### src/rtl/adder_share_ctrl_pkg.sv
// adder_share_ctrl_pkg: shared widths, FSM encodings and saturation limits
package adder_share_ctrl_pkg;
  localparam int DEF_WIDTH = 8;
  localparam logic [1:0] S_IDLE = 2'd0;
  localparam logic [1:0] S_EXEC = 2'd1;
  localparam logic [1:0] S_DONE = 2'd2;
  localparam logic [DEF_WIDTH-1:0] SAT_MAX = {1'b0, {(DEF_WIDTH-1){1'b1}}};
  localparam logic [DEF_WIDTH-1:0] SAT_MIN = {1'b1, {(DEF_WIDTH-1){1'b0}}};
endpackage

### src/rtl/adder_share_ctrl_rr_arbiter.sv
// rr_arbiter: combinational round-robin pick starting the search at ptr
module rr_arbiter #(
  parameter int NUM_REQ = 2,
  parameter int ID_W = 1
) (
  input  logic [NUM_REQ-1:0] req,
  input  logic [ID_W-1:0]    ptr,
  output logic [ID_W-1:0]    id,
  output logic [NUM_REQ-1:0] gnt,
  output logic               any_req
);
  localparam logic [ID_W:0] L_N = (ID_W+1)'(NUM_REQ);
  logic [2*NUM_REQ-1:0] w_rot;
  logic [ID_W-1:0]      w_off;
  logic [ID_W:0]        w_sum;
  assign w_rot = {req, req} >> ptr;
  // Lowest offset from the pointer wins, so scan downwards and let the last hit stick
  always_comb begin
    w_off = '0;
    any_req = 1'b0;
    for (int k = NUM_REQ-1; k >= 0; k--) begin
      if (w_rot[k]) begin
        w_off = ID_W'(k);
        any_req = 1'b1;
      end
    end
  end
  assign w_sum = {1'b0, ptr} + {1'b0, w_off};
  assign id = (w_sum >= L_N) ? ID_W'(w_sum - L_N) : w_sum[ID_W-1:0];
  assign gnt = any_req ? (NUM_REQ'(1) << id) : '0;
endmodule

### src/rtl/adder_share_ctrl.sv
// adder_share_ctrl: round-robin time-sharing controller for one external signed adder
module adder_share_ctrl
  import adder_share_ctrl_pkg::*;
#(
  parameter int WIDTH = DEF_WIDTH,
  parameter int NUM_REQ = 2,
  parameter int ID_W = 1,
  parameter bit SATURATE = 1'b0
) (
  input  logic                     clk,
  input  logic                     reset,
  input  logic [NUM_REQ-1:0]       req,
  input  logic [NUM_REQ*WIDTH-1:0] op_a,
  input  logic [NUM_REQ*WIDTH-1:0] op_b,
  output logic [NUM_REQ-1:0]       gnt,
  output logic                     busy,
  output logic [WIDTH-1:0]         add_a,
  output logic [WIDTH-1:0]         add_b,
  input  logic [WIDTH-1:0]         add_sum,
  output logic                     done,
  output logic [ID_W-1:0]          done_id,
  output logic [WIDTH-1:0]         result,
  output logic                     ovf
);
  localparam logic [WIDTH-1:0] L_MAX = {1'b0, {(WIDTH-1){1'b1}}};
  localparam logic [WIDTH-1:0] L_MIN = {1'b1, {(WIDTH-1){1'b0}}};
  logic [1:0]         r_state;
  logic [ID_W-1:0]    r_ptr, r_id, r_done_id;
  logic [NUM_REQ-1:0] r_gnt;
  logic [WIDTH-1:0]   r_a, r_b, r_res;
  logic               r_ovf, r_done;
  logic [WIDTH-1:0]   w_opa [NUM_REQ];
  logic [WIDTH-1:0]   w_opb [NUM_REQ];
  logic [ID_W-1:0]    w_id;
  logic [NUM_REQ-1:0] w_gnt;
  logic               w_any, w_ovf;
  logic [WIDTH-1:0]   w_res;
  for (genvar g = 0; g < NUM_REQ; g++) begin : g_split
    assign w_opa[g] = op_a[g*WIDTH +: WIDTH];
    assign w_opb[g] = op_b[g*WIDTH +: WIDTH];
  end
  rr_arbiter #(.NUM_REQ(NUM_REQ), .ID_W(ID_W)) u_arb (
    .req(req), .ptr(r_ptr), .id(w_id), .gnt(w_gnt), .any_req(w_any)
  );
  assign w_ovf = (r_a[WIDTH-1] == r_b[WIDTH-1]) && (add_sum[WIDTH-1] != r_a[WIDTH-1]);
  assign w_res = (SATURATE && w_ovf) ? (r_a[WIDTH-1] ? L_MIN : L_MAX) : add_sum;
  // IDLE grants and latches operands, EXEC captures the sum, DONE holds the done pulse for one cycle
  always_ff @(posedge clk) begin
    if (reset) begin
      r_state <= S_IDLE;
      r_ptr <= '0;
      r_id <= '0;
      r_done_id <= '0;
      r_gnt <= '0;
      r_a <= '0;
      r_b <= '0;
      r_res <= '0;
      r_ovf <= 1'b0;
      r_done <= 1'b0;
    end else if (r_state == S_IDLE && w_any) begin
      r_state <= S_EXEC;
      r_a <= w_opa[w_id];
      r_b <= w_opb[w_id];
      r_id <= w_id;
      r_gnt <= w_gnt;
    end else if (r_state == S_EXEC) begin
      r_state <= S_DONE;
      r_res <= w_res;
      r_ovf <= w_ovf;
      r_done <= 1'b1;
      r_done_id <= r_id;
      r_gnt <= '0;
      r_ptr <= (r_id == ID_W'(NUM_REQ-1)) ? '0 : r_id + 1'b1;
    end else if (r_state == S_DONE) begin
      r_state <= S_IDLE;
      r_done <= 1'b0;
    end
  end
  assign gnt = r_gnt;
  assign busy = (r_state != S_IDLE);
  assign add_a = r_a;
  assign add_b = r_b;
  assign done = r_done;
  assign done_id = r_done_id;
  assign result = r_res;
  assign ovf = r_ovf;
endmodule

### config.mk
export PLATFORM = sky130hd
export DESIGN_NAME = adder_share_ctrl
export DESIGN_NICKNAME = d
export VERILOG_FILES = /design/src/rtl/adder_share_ctrl_pkg.sv /design/src/rtl/adder_share_ctrl_rr_arbiter.sv /design/src/rtl/adder_share_ctrl.sv
export SDC_FILE = /design/constraint.sdc
export NUM_CORES = 1
export LEC_CHECK = 0
export BUFFER_PORTS_ARGS = -buffer_cell sky130_fd_sc_hd__buf_2
export CORE_AREA = 2 2 59 61
export CTS_BUF_LIST = sky130_fd_sc_hd__clkbuf_8
export DETAILED_ROUTE_END_ITERATION = 10
export DIE_AREA = 0 0 61 63
export GPL_ROUTABILITY_DRIVEN = 0
export PLACE_DENSITY_LB_ADDON = 0.12
export SLEW_MARGIN = 20
export SYNTH_ARGS = -nofsm -noshare
export SYNTH_HDL_FRONTEND = slang
export SYNTH_SLANG_ARGS = --single-unit
export TNS_END_PERCENT = 1
### constraint.sdc
create_clock -name clk -period 4.18 [get_ports clk]
set_input_delay 0 -clock clk [delete_from_list [all_inputs] [get_ports clk]]
set_output_delay 0 -clock clk [all_outputs]
set_load 0.02 [all_outputs]
# == After elaboration in Yosys (flattened, before gate mapping) ==
# Index checks and enable logic that the tools add are counted.
# classes
addsub,3
n_lt_le_gt_ge,2
n_eq_ne,4
shifts,2
n_mux,19
bitwise,2
n_reduce_logical,10
# ops
cell,n
2-to-1 mux 8 bit,6
2-to-1 mux 2 bit,5
2-to-1 mux 1 bit,8
nonzero test 2 bit,3
"greater-or-equal comparator 2 bit, second input constant",2
AND reduction 2 bit,2
right shift 4 x 1 -> 2 bit,1
nonzero test 3 bit,1
adder 1 x 1 -> 2 bit,1
"== test 2 x 1 -> 1 bit, second input constant",1
"== test 2 bit, second input constant",1
logical AND 1 bit,2
logical NOT 2 bit,1
inverter 1 -> 2 bit,1
OR reduction 2 bit,1
"<< shifter 1 x 1 -> 2 bit, first input constant",1
"adder 1 bit, second input constant",1
== test 1 bit,1
inequality test 1 bit,1
inverter 1 bit,1
"subtractor 1 bit, second input constant",1
# totals
regBits,33
input_bits,44
output_inout_bits,30
wordCells,53

# == Depth between registers and ports, before layout ==
# Gate-level depths: netlist of run 1.
# logic_depth
ltp_word,10
depth_mapped,7
mapped_depth_nobuf,5

# == Modules after synthesis ==
# Synthesis of run 1 repeated with hierarchy kept, for this count alone.
# unflattened
cells_unflattened,124
area_unflattened_um2,1408.9
# by_module_without_submodules
mod,instances,cells_each,area_each_um2,seq_area_each_um2
adder_share_ctrl,1,118,1372.6,660.6
rr_arbiter,1,6,36.3,0.0

# == Least setup slack after synthesis of run 1 ==
# OpenSTA, ideal clock, no wires.
# synth_path
path_kind,flip-flop to flip-flop
startpoint,register r_state[0]
endpoint,register r_a[0] (netlist: add_a[0])
setup_time_ns,0.138
arrival_ns,1.420
required_ns,4.042
path_slack_ns,2.623
path_stages_with_launch,7
path_buffers,1
synth_period_minus_slack_ns,1.557
cell_sequence,dfxtp_1 > inv_1 > ha_1 > inv_2 > clkbuf_1 > a2111oi_1 > a211oi_2
# synth_between
elab_chain_cells,2
# synth_lines
item,line,text
start: declaration,adder_share_ctrl.sv:27,logic [1:0] r_state;
start signal: assignment,adder_share_ctrl.sv:50,r_state <= S_IDLE;
start signal: assignment,adder_share_ctrl.sv:61,r_state <= S_EXEC;
start signal: assignment,adder_share_ctrl.sv:67,r_state <= S_DONE;
logical NOT 2 bit,adder_share_ctrl.sv:60,end else if (r_state == S_IDLE && w_any) begin
logical AND 1 bit,adder_share_ctrl.sv:60,
end signal: assignment,adder_share_ctrl.sv:62,r_a <= w_opa[w_id];
end: declaration,adder_share_ctrl.sv:30,"logic [WIDTH-1:0] r_a, r_b, r_res;"
# Every way passes these cells.
# A chain may end at the register's enable or synchronous reset.

# == Final worst setup path of run 1 ==
# Ends and elaborated chain as after synthesis.

==> metrics.txt, run 1 <==
IO Count 74; number of flops mapped to enable cells by yosys 0; Initial DRC Count 34; skew final 0.00471 ns; Worst-Margin Slew 0.798 ns; Synth Flop Type dfxtp_1; area of the core 3230 um^2; Vias 1,547; post-CTS setup buffer count 0; Synth cell types 28; HP Class in -> reg; Final min period 1.74 ns; Setup TNS 0 ns; number of global-route vias before repair 1,534; Starting Density 49.5%; Max VDD drop 0.263 mV; Seq/Total Area, Yosys 41.3%; Syn Nets 214; synthesized cell area 1600 um^2; layout cells sized above 1 39.4%; area grow syn2layout 35.2%; CTS sink count 33; Post-DP HPWL 2690 um; crit end category flip-flop; yosys warns 0; TritonCTS Buffers 5; gr ovfl total 0; DRT Pass-1 Iters 4; global-route total usage across every layer 22.9%; WL/cell 14.2 um; fin nets 287; CTS tree done; placed cell area 1950 um^2; commonest non-fill, non-tap cells in the layout 73 x buf_2, 33 x dfxtp_1, 28 x nor2_1; Crit Path Max Fanout 18; Die Span X 61 um; critical path's top delay family compound AO/OA/AOI/OAI gates; # DRC 0; status completed; H-tree lvl count 2; final worst-path cycle share 41.7%; Hold Path Cell Cnt 3; Peak Freq 573 MHz; vias per inst 5.39; largest net degree at the start of global routing 34; final std cell area, no fill 2160 um^2; clk buf depth 2; slew margin rel. 46.8%; worst reg2reg path depth 5; later-pin clock latency in the skew report 0.28 ns; commonest non-fill, non-tap cell in the layout buf_2; synthesized instance count 167; Final ANT Viol Nets 0; Mean Syn Cell Area 9.58 um^2; RSZ-0062 raised after global routing no; Resize count post-CTS 0; Max Slew Vio Count 0; row count 21; slowest CP cell o21a_1; Routed WL 4090 um; Crit Path Class reg -> reg; ys async rst share 0%; die height 63 um; initial antenna violation count 0; WP data required 4.38 ns; n_diodes 0; Data arrival, critical path 1.95 ns; CTS clk-pin slew, worst paths 0.07 ns; Startpoint Class flip-flop; # Max-Cap Violations 0; first-pass GRT wire length 6800 um; PD cells 445 nW/um^2; CP max stage delay 0.63 ns; Hold Buf Count CTS 8; leak pwr 0.983 nW; clk root buf clkbuf_8; Critical Path Stages 5; crit-path cells inv_1 > ha_1 > o21a_1 > o21bai_1 > a211oi_2; fillers 277; setup violators final 0; die area 3840 um^2; Hold Fails Final Rpt 0; post-synthesis register bit count 33; CP bufs+invs 1; Buffers on Ports 73
[registers in the layout, indices dropped and copies added, names as in the netlist]
signal,flops
done_id,1
result,8
add_b,8
r_state,2
r_ptr,1
r_id,1
add_a,8
ovf,1
done,1
gnt,2
[synth_stat cells (2+ instances only)]
master     instances  area share [%]
nor2_1            28             6.6
clkbuf_1           5             1.2
mux2i_1           11             6.9
a21oi_1            5             1.6
inv_1              5             1.2
and3b_1            2             1.1
ha_1               3             2.3
a211oi_2          10             7.8
dfxtp_1           33              41
buf_2              8             2.5
o21bai_1          17             8.0
a211oi_1           7             3.3
a2111oi_1          9             5.6
nand2_1            3            0.70
inv_2              2            0.47
a2111oi_0          7             3.8
[worst paths after layout]
kind | startpoint | end | slack [ns]
min reg2reg | r_id | r_id | 0.49
max | r_state[0] | add_a[0] | 2.44
min | op_b[13] | add_b[5] | 0.02
max reg2reg | r_state[0] | add_a[0] | 2.44
[report_power, final]
part	switching, W	internal, W	total [W]
logic	0.000142	0.0000907	0.000232
registers	0.0000247	0.000349	0.000373
clock network	0.000119	0.000237	0.000356
[cell families after synthesis]
group                    after synthesis  synth area share (%)
AO/OA/AOI/OAI                         60                  32.7
adder cells (fa/ha/maj)                4                  3.05
buffers and inverters                 22                  6.26
flip-flops                            33                  41.3
multiplexers                          11                  6.88
AND/OR/NAND/NOR                       37                  9.85
[cell type report]
cell class / instances / area (um^2) / share of cell area (%)
multi-input combinational: 112 / 840 / 38.8
sequential: 33 / 661 / 30.5
timing repair buffer: 81 / 445 / 20.6
clock buffer: 5 / 68.8 / 3.18
clock inverter: 3 / 65.1 / 3.01
tap: 46 / 57.6 / 2.66
inverter: 7 / 26.3 / 1.21
[tightest hold or removal path: cells and delay by family]
family                 cells  cell delay [ns]
AO/OA/AOI/OAI              1             0.07
buffers and inverters      1             0.09
AND/OR/NAND/NOR            1             0.09
[metal layers]
metal	global-route usage [%]	share of wire, %
met5	0	0
met4	4.08	0.59
met3	6.00	5.9
met2	39.7	49
met1	28.2	44
[metrics by stage]
stage | worst slack [ns] | hold slack, ns | power (W) | instances | utilization [%]
floorplan | 2.62 | 0.147 | 0.000535 | 167 | -
global placement | 2.55 | 0.236 | 0.000599 | 271 | 60.3
detailed placement | 2.44 | 0.245 | 0.000606 | 271 | 60.3
CTS | 2.42 | 0.0129 | 0.000968 | 287 | 66.9
global route | 2.25 | 0.0453 | 0.00101 | 287 | 66.9
finish | 2.44 | 0.0237 | 0.000962 | 287 | 66.9
No activity file was read; power rests on OpenSTA's default activity.
==> inputs of run 2 (changes only) <==
--- a/config.mk
+++ b/config.mk
@@ -6,10 +6,10 @@
 export NUM_CORES = 1
 export LEC_CHECK = 0
 export BUFFER_PORTS_ARGS = -buffer_cell sky130_fd_sc_hd__buf_2
-export CORE_AREA = 2 2 59 61
+export CORE_AREA = 2 2 61 63
 export CTS_BUF_LIST = sky130_fd_sc_hd__clkbuf_8
 export DETAILED_ROUTE_END_ITERATION = 10
-export DIE_AREA = 0 0 61 63
+export DIE_AREA = 0 0 63 65
 export GPL_ROUTABILITY_DRIVEN = 0
 export PLACE_DENSITY_LB_ADDON = 0.12
 export SLEW_MARGIN = 20
==> constraint.sdc (replaced) <==
create_clock -name clk -period 1.8 [get_ports clk]
set_input_delay 0 -clock clk [delete_from_list [all_inputs] [get_ports clk]]
set_output_delay 0 -clock clk [all_outputs]
set_load 0.02 [all_outputs]
==> run 2 against run 1 <==
Effect of this change: register-to-register slack got worse by 2.3 ns; fmax grew 6.8%; hold slack lost 0.011 ns; critical path depth shrank 3; via count is 0.71% lower; largest cell class unchanged; power is 100% higher; non-clock buffer count grew 2; sequential share of layout area increased by 0.48 points; utilization is 6.0 points lower; die area is 6.6% higher; cell count is 1.4% higher; critical path type unchanged; final area shrank 1.6%.
==> metrics.txt, run 2 (same netlist as run 1, synthesis figures left out) <==
status completed (unchanged); CTS sink count 33 (unchanged); DRT Pass-1 Iters 4 (unchanged); placed cell area 1970 um^2 (was 1950 um^2); first-pass GRT wire length 6780 um (was 6800 um); Starting Density 45.8% (was 49.5%); WP data required 1.94 ns (was 4.38 ns); Post-DP HPWL 2840 um (was 2690 um); TritonCTS Buffers 5 (unchanged); Final ANT Viol Nets 0 (unchanged); HP Class in -> reg (unchanged); fin nets 289 (was 287); setup violators final 0 (unchanged); die area 4100 um^2 (was 3840 um^2); commonest non-fill, non-tap cell in the layout buf_2 (unchanged); crit end category flip-flop (unchanged); number of global-route vias before repair 1,468 (was 1,534); RSZ-0062 raised after global routing no (unchanged); final worst-path cycle share 90.7% (was 41.7%); Crit Path Max Fanout 20 (was 18); fillers 330 (was 277); PD cells 915 nW/um^2 (was 445 nW/um^2); leak pwr 0.974 nW (was 0.983 nW); # DRC 0 (unchanged); Peak Freq 612 MHz (was 573 MHz); die height 65 um (was 63 um); gr ovfl total 0 (unchanged); H-tree lvl count 2 (unchanged); later-pin clock latency in the skew report 0.28 ns (about the same); Routed WL 4170 um (was 4090 um); CTS clk-pin slew, worst paths 0.07 ns (about the same); global-route total usage across every layer 20.9% (was 22.9%); Die Span X 63 um (was 61 um); initial antenna violation count 0 (unchanged); Max Slew Vio Count 0 (unchanged); IO Count 74 (unchanged); post-CTS setup buffer count 0 (unchanged); area of the core 3500 um^2 (was 3230 um^2); Worst-Margin Slew 0.818 ns (was 0.798 ns); clk buf depth 2 (unchanged); commonest non-fill, non-tap cells in the layout 73 x buf_2, 33 x dfxtp_1, 28 x nor2_1 (unchanged); worst reg2reg path depth 2 (was 5); CTS tree done (unchanged); Vias 1,536 (was 1,547); n_diodes 0 (unchanged); slew margin rel. 45.5% (was 46.8%); clk root buf clkbuf_8 (unchanged); Hold Fails Final Rpt 0 (unchanged); Buffers on Ports 73 (unchanged); largest net degree at the start of global routing 34 (unchanged); # Max-Cap Violations 0 (unchanged); area grow syn2layout 33.1% (was 35.2%); Crit Path Class reg -> reg (unchanged); Max VDD drop 0.483 mV (was 0.263 mV); Startpoint Class flip-flop (unchanged); FF+latch area 661 um^2 (unchanged); final std cell area, no fill 2130 um^2 (was 2160 um^2); Hold Path Cell Cnt 3 (unchanged); crit-path cells maj3_2 > a211oi_1 (was inv_1 > ha_1 > o21a_1 > o21bai_1 > a211oi_2); row count 22 (was 21); layout cells sized above 1 39.5% (was 39.4%); Final min period 1.63 ns (was 1.74 ns); CP max stage delay 0.74 ns (was 0.63 ns); Resize count post-CTS 0 (unchanged); Setup TNS 0 ns (unchanged); WL/cell 14.3 um (was 14.2 um); Multi-input gate area 840 um^2 (unchanged); slowest CP cell dfxtp_1 (was o21a_1); vias per inst 5.28 (was 5.39); Initial DRC Count 40 (was 34); skew final 0.00348 ns (was 0.00471 ns); Data arrival, critical path 1.78 ns (was 1.95 ns)
==> run 2: critical path: cells and delay by family (launching register included) <==
kind | cells | cell delay (ns)
DFF | 1 | 0.74
adders and majority gates | 1 | 0.61
AOI/OAI and AO/OA | 1 | 0.14
==> run 2: cell type report <==
class                      instances  share of cell area (%)
timing repair buffer              83                    21.6
sequential                        33                    31.0
clock buffer                       5                    3.23
tap                               48                    2.82
multi-input combinational        112                    39.4
inverter                           7                    1.23
clock inverter                     3                   0.646
==> run 2: path summary, 6_finish.rpt <==
kind	from	endpoint	slack (ns)
setup / recovery	r_ptr	add_b[1]	0.17
hold / removal	op_b[12]	add_b[4]	0.01
setup reg to reg	r_ptr	add_b[1]	0.17
hold reg to reg	result[5]	result[5]	0.48
==> run 2: where the power goes <==
| group | total, W | switching, W | internal [W] | leakage [nW] |
|---|---|---|---|---|
| logic | 0.000550 | 0.000332 | 0.000219 | 0.652 |
| clock network | 0.000535 | 0.000273 | 0.000262 | 0.0491 |
| registers | 0.000864 | 0.0000542 | 0.000810 | 0.273 |
==> run 2: what timing repair did <==
item                       CTS  global route
setup endpoints to repair    0             0
hold buffers                 8             0
hold endpoints to repair     8             0
==> run 2: through the flow <==
step	hold WS (ns)	util, %	total power, W	setup WS [ns]	cells
global placement	0.236	56.3	0.00140	0.281	275
detailed placement	0.245	56.3	0.00142	0.200	275
floorplan	0.147	-	0.00124	0.243	167
finish	0.0129	60.9	0.00195	0.167	291
CTS	0.00812	60.9	0.00196	0.178	291
global route	0.0267	60.9	0.00205	0.0469	291
==> run 2: per-layer routing <==
metal	vias to the layer above	share of wire [%]	track usage, %
li1	762	-	-
met5	-	0	0
met3	6	6.3	6.25
met4	0	1.2	7.50
met1	711	42	24.3
met2	57	50	36.6
==> inputs of run 3 (changes only) <==
--- a/config.mk
+++ b/config.mk
@@ -6,10 +6,9 @@
 export NUM_CORES = 1
 export LEC_CHECK = 0
 export BUFFER_PORTS_ARGS = -buffer_cell sky130_fd_sc_hd__buf_2
-export CORE_AREA = 2 2 61 63
-export CTS_BUF_LIST = sky130_fd_sc_hd__clkbuf_8
+export CORE_AREA = 2 2 62 64
 export DETAILED_ROUTE_END_ITERATION = 10
-export DIE_AREA = 0 0 63 65
+export DIE_AREA = 0 0 64 66
 export GPL_ROUTABILITY_DRIVEN = 0
 export PLACE_DENSITY_LB_ADDON = 0.12
 export SLEW_MARGIN = 20
==> run 3 against run 2 <==
Effect of this change: final area increased by 7.9%; first-iteration DRC count up 30%; critical path depth increased by 2; clock power grew 30%.
==> metrics.txt, run 3 (same netlist as run 1, synthesis figures left out) <==
Die Span X 64 um (was 63 um); fin nets 304 (was 289); slew margin rel. 46.7% (was 45.5%); Final ANT Viol Nets 0 (unchanged); commonest non-fill, non-tap cell in the layout buf_2 (unchanged); gr ovfl total 0 (unchanged); H-tree lvl count 2 (unchanged); skew final 0.0161 ns (was 0.00348 ns); Crit Path Max Fanout 17 (was 20); Data arrival, critical path 1.84 ns (was 1.78 ns); clk buf depth 2 (unchanged); setup violators final 0 (unchanged); # Max-Cap Violations 0 (unchanged); Hold Fails Final Rpt 0 (unchanged); vias per inst 5.29 (was 5.28); final worst-path cycle share 89.5% (was 90.7%); RSZ-0062 raised after global routing no (unchanged); Hold Path Cell Cnt 3 (unchanged); initial antenna violation count 0 (unchanged); TritonCTS Buffers 5 (unchanged); Max Slew Vio Count 0 (unchanged); crit end category flip-flop (unchanged); post-CTS setup buffer count 0 (unchanged); Worst R2R End gnt[1] (was add_b[1]); layout cells sized above 1 38.0% (was 39.5%); area of the core 3550 um^2 (was 3500 um^2); CTS tree done (unchanged); area grow syn2layout 43.5% (was 33.1%); # DRC 0 (unchanged); IO Count 74 (unchanged); Setup TNS 0 ns (unchanged); CTS sink count 33 (unchanged); DRT Pass-1 Iters 5 (was 4); die area 4220 um^2 (was 4100 um^2); Max VDD drop 0.551 mV (was 0.483 mV); Routed WL 4490 um (was 4170 um); Worst Hold Path EP add_b[6] (was add_b[4]); CTS clk-pin slew, worst paths 0.12 ns (was 0.07 ns); Worst-Margin Slew 0.800 ns (was 0.818 ns); global-route total usage across every layer 21.8% (was 20.9%); commonest non-fill, non-tap cells in the layout 73 x buf_2, 33 x dfxtp_1, 28 x nor2_1 (unchanged); later-pin clock latency in the skew report 0.34 ns (was 0.28 ns); status completed (unchanged); first-pass GRT wire length 7130 um (was 6780 um); Initial DRC Count 52 (was 40); clk root buf clkbuf_4 (was clkbuf_8); final hold slack 0.0126 ns (was 0.0129 ns); PD cells 931 nW/um^2 (was 915 nW/um^2); Crit Path Class reg -> reg (unchanged); Startpoint Class flip-flop (unchanged); n_diodes 0 (unchanged); leak pwr 1.04 nW (was 0.974 nW); Final min period 1.61 ns (was 1.63 ns); row count 22 (unchanged); HP Class in -> reg (unchanged); Buffers on Ports 73 (unchanged); R2R setup slack 0.19 ns (was 0.17 ns); Hold Buf Count CTS 22 (was 8); WP data required 2.03 ns (was 1.94 ns); Post-DP HPWL 2990 um (was 2840 um); Starting Density 45.1% (was 45.8%); number of global-route vias before repair 1,571 (was 1,468); Resize count post-CTS 0 (unchanged); Peak Freq 620 MHz (was 612 MHz); Critical R2R Launch r_state[1] (was r_ptr); hold path start op_b[6] (was op_b[12]); largest net degree at the start of global routing 34 (unchanged); Vias 1,618 (was 1,536); die height 66 um (was 65 um); WL/cell 14.7 um (was 14.3 um); worst reg2reg path depth 4 (was 2)
-- run 3: how the worst max path moves through the flow --
| stage | from | to | slack (ns) | depth (start not counted) |
|---|---|---|---|---|
| CTS | r_state[1] | gnt[1] | 0.20 | 4 |
| floorplan | r_state[0] | add_a[1] | 0.24 | 6 |
| finish | r_state[1] | gnt[1] | 0.19 | 4 |
| global placement | r_state[1] | r_state[0] | 0.32 | 4 |
| global route | r_state[1] | gnt[1] | 0.06 | 4 |
| detailed placement | r_state[1] | gnt[1] | 0.23 | 4 |
-- run 3: per-layer routing --
layer	track usage, %	vias up	share of wire, %	routed length, um
met2	38.7	65	52	2330
met1	25.7	754	42	1860
li1	-	790	-	-
met4	9.51	0	1.2	53
met5	0	-	0	0
met3	4.09	9	5.4	244
-- run 3: cell type report --
| type | instances | area, um^2 |
|---|---|---|
| Clock buffer | 5 | 37.5 |
| Inverter | 7 | 26.3 |
| Multi-Input combinational cell | 112 | 840 |
| Clock inverter | 3 | 65.1 |
| Timing Repair Buffer | 98 | 608 |
| Fill cell | 309 | 1250 |
| Tap cell | 48 | 60.1 |
| Sequential cell | 33 | 661 |
-- run 3: through the flow --
| stage | cell area, um^2 | setup slack, ns | instances | power [W] | util, % |
|---|---|---|---|---|---|
| finish | 2300 | 0.188 | 306 | 0.00214 | 64.7 |
| global route | 2300 | 0.0635 | 306 | 0.00224 | 64.7 |
| CTS | 2300 | 0.198 | 306 | 0.00215 | 64.7 |
| detailed placement | 1970 | 0.228 | 276 | 0.00143 | 55.6 |
| global placement | 1970 | 0.324 | 276 | 0.00140 | 55.6 |
| floorplan | 1600 | 0.243 | 167 | 0.00124 | - |
-- run 3: where the power goes --
| part | switching (W) | internal (W) | leakage (nW) |
|---|---|---|---|
| clock | 0.000263 | 0.000430 | 0.0552 |
| combinational | 0.000348 | 0.000242 | 0.716 |
| sequential | 0.0000478 | 0.000809 | 0.273 |
| total | 0.000659 | 0.00148 | 1.04 |
-- run 3: worst max-delay path, cell delays in order (launching register included) --
cell     delay (ns)
dfxtp_1        0.34
inv_1          0.08
ha_1           0.68
o21ai_0        0.20
and3b_1        0.19
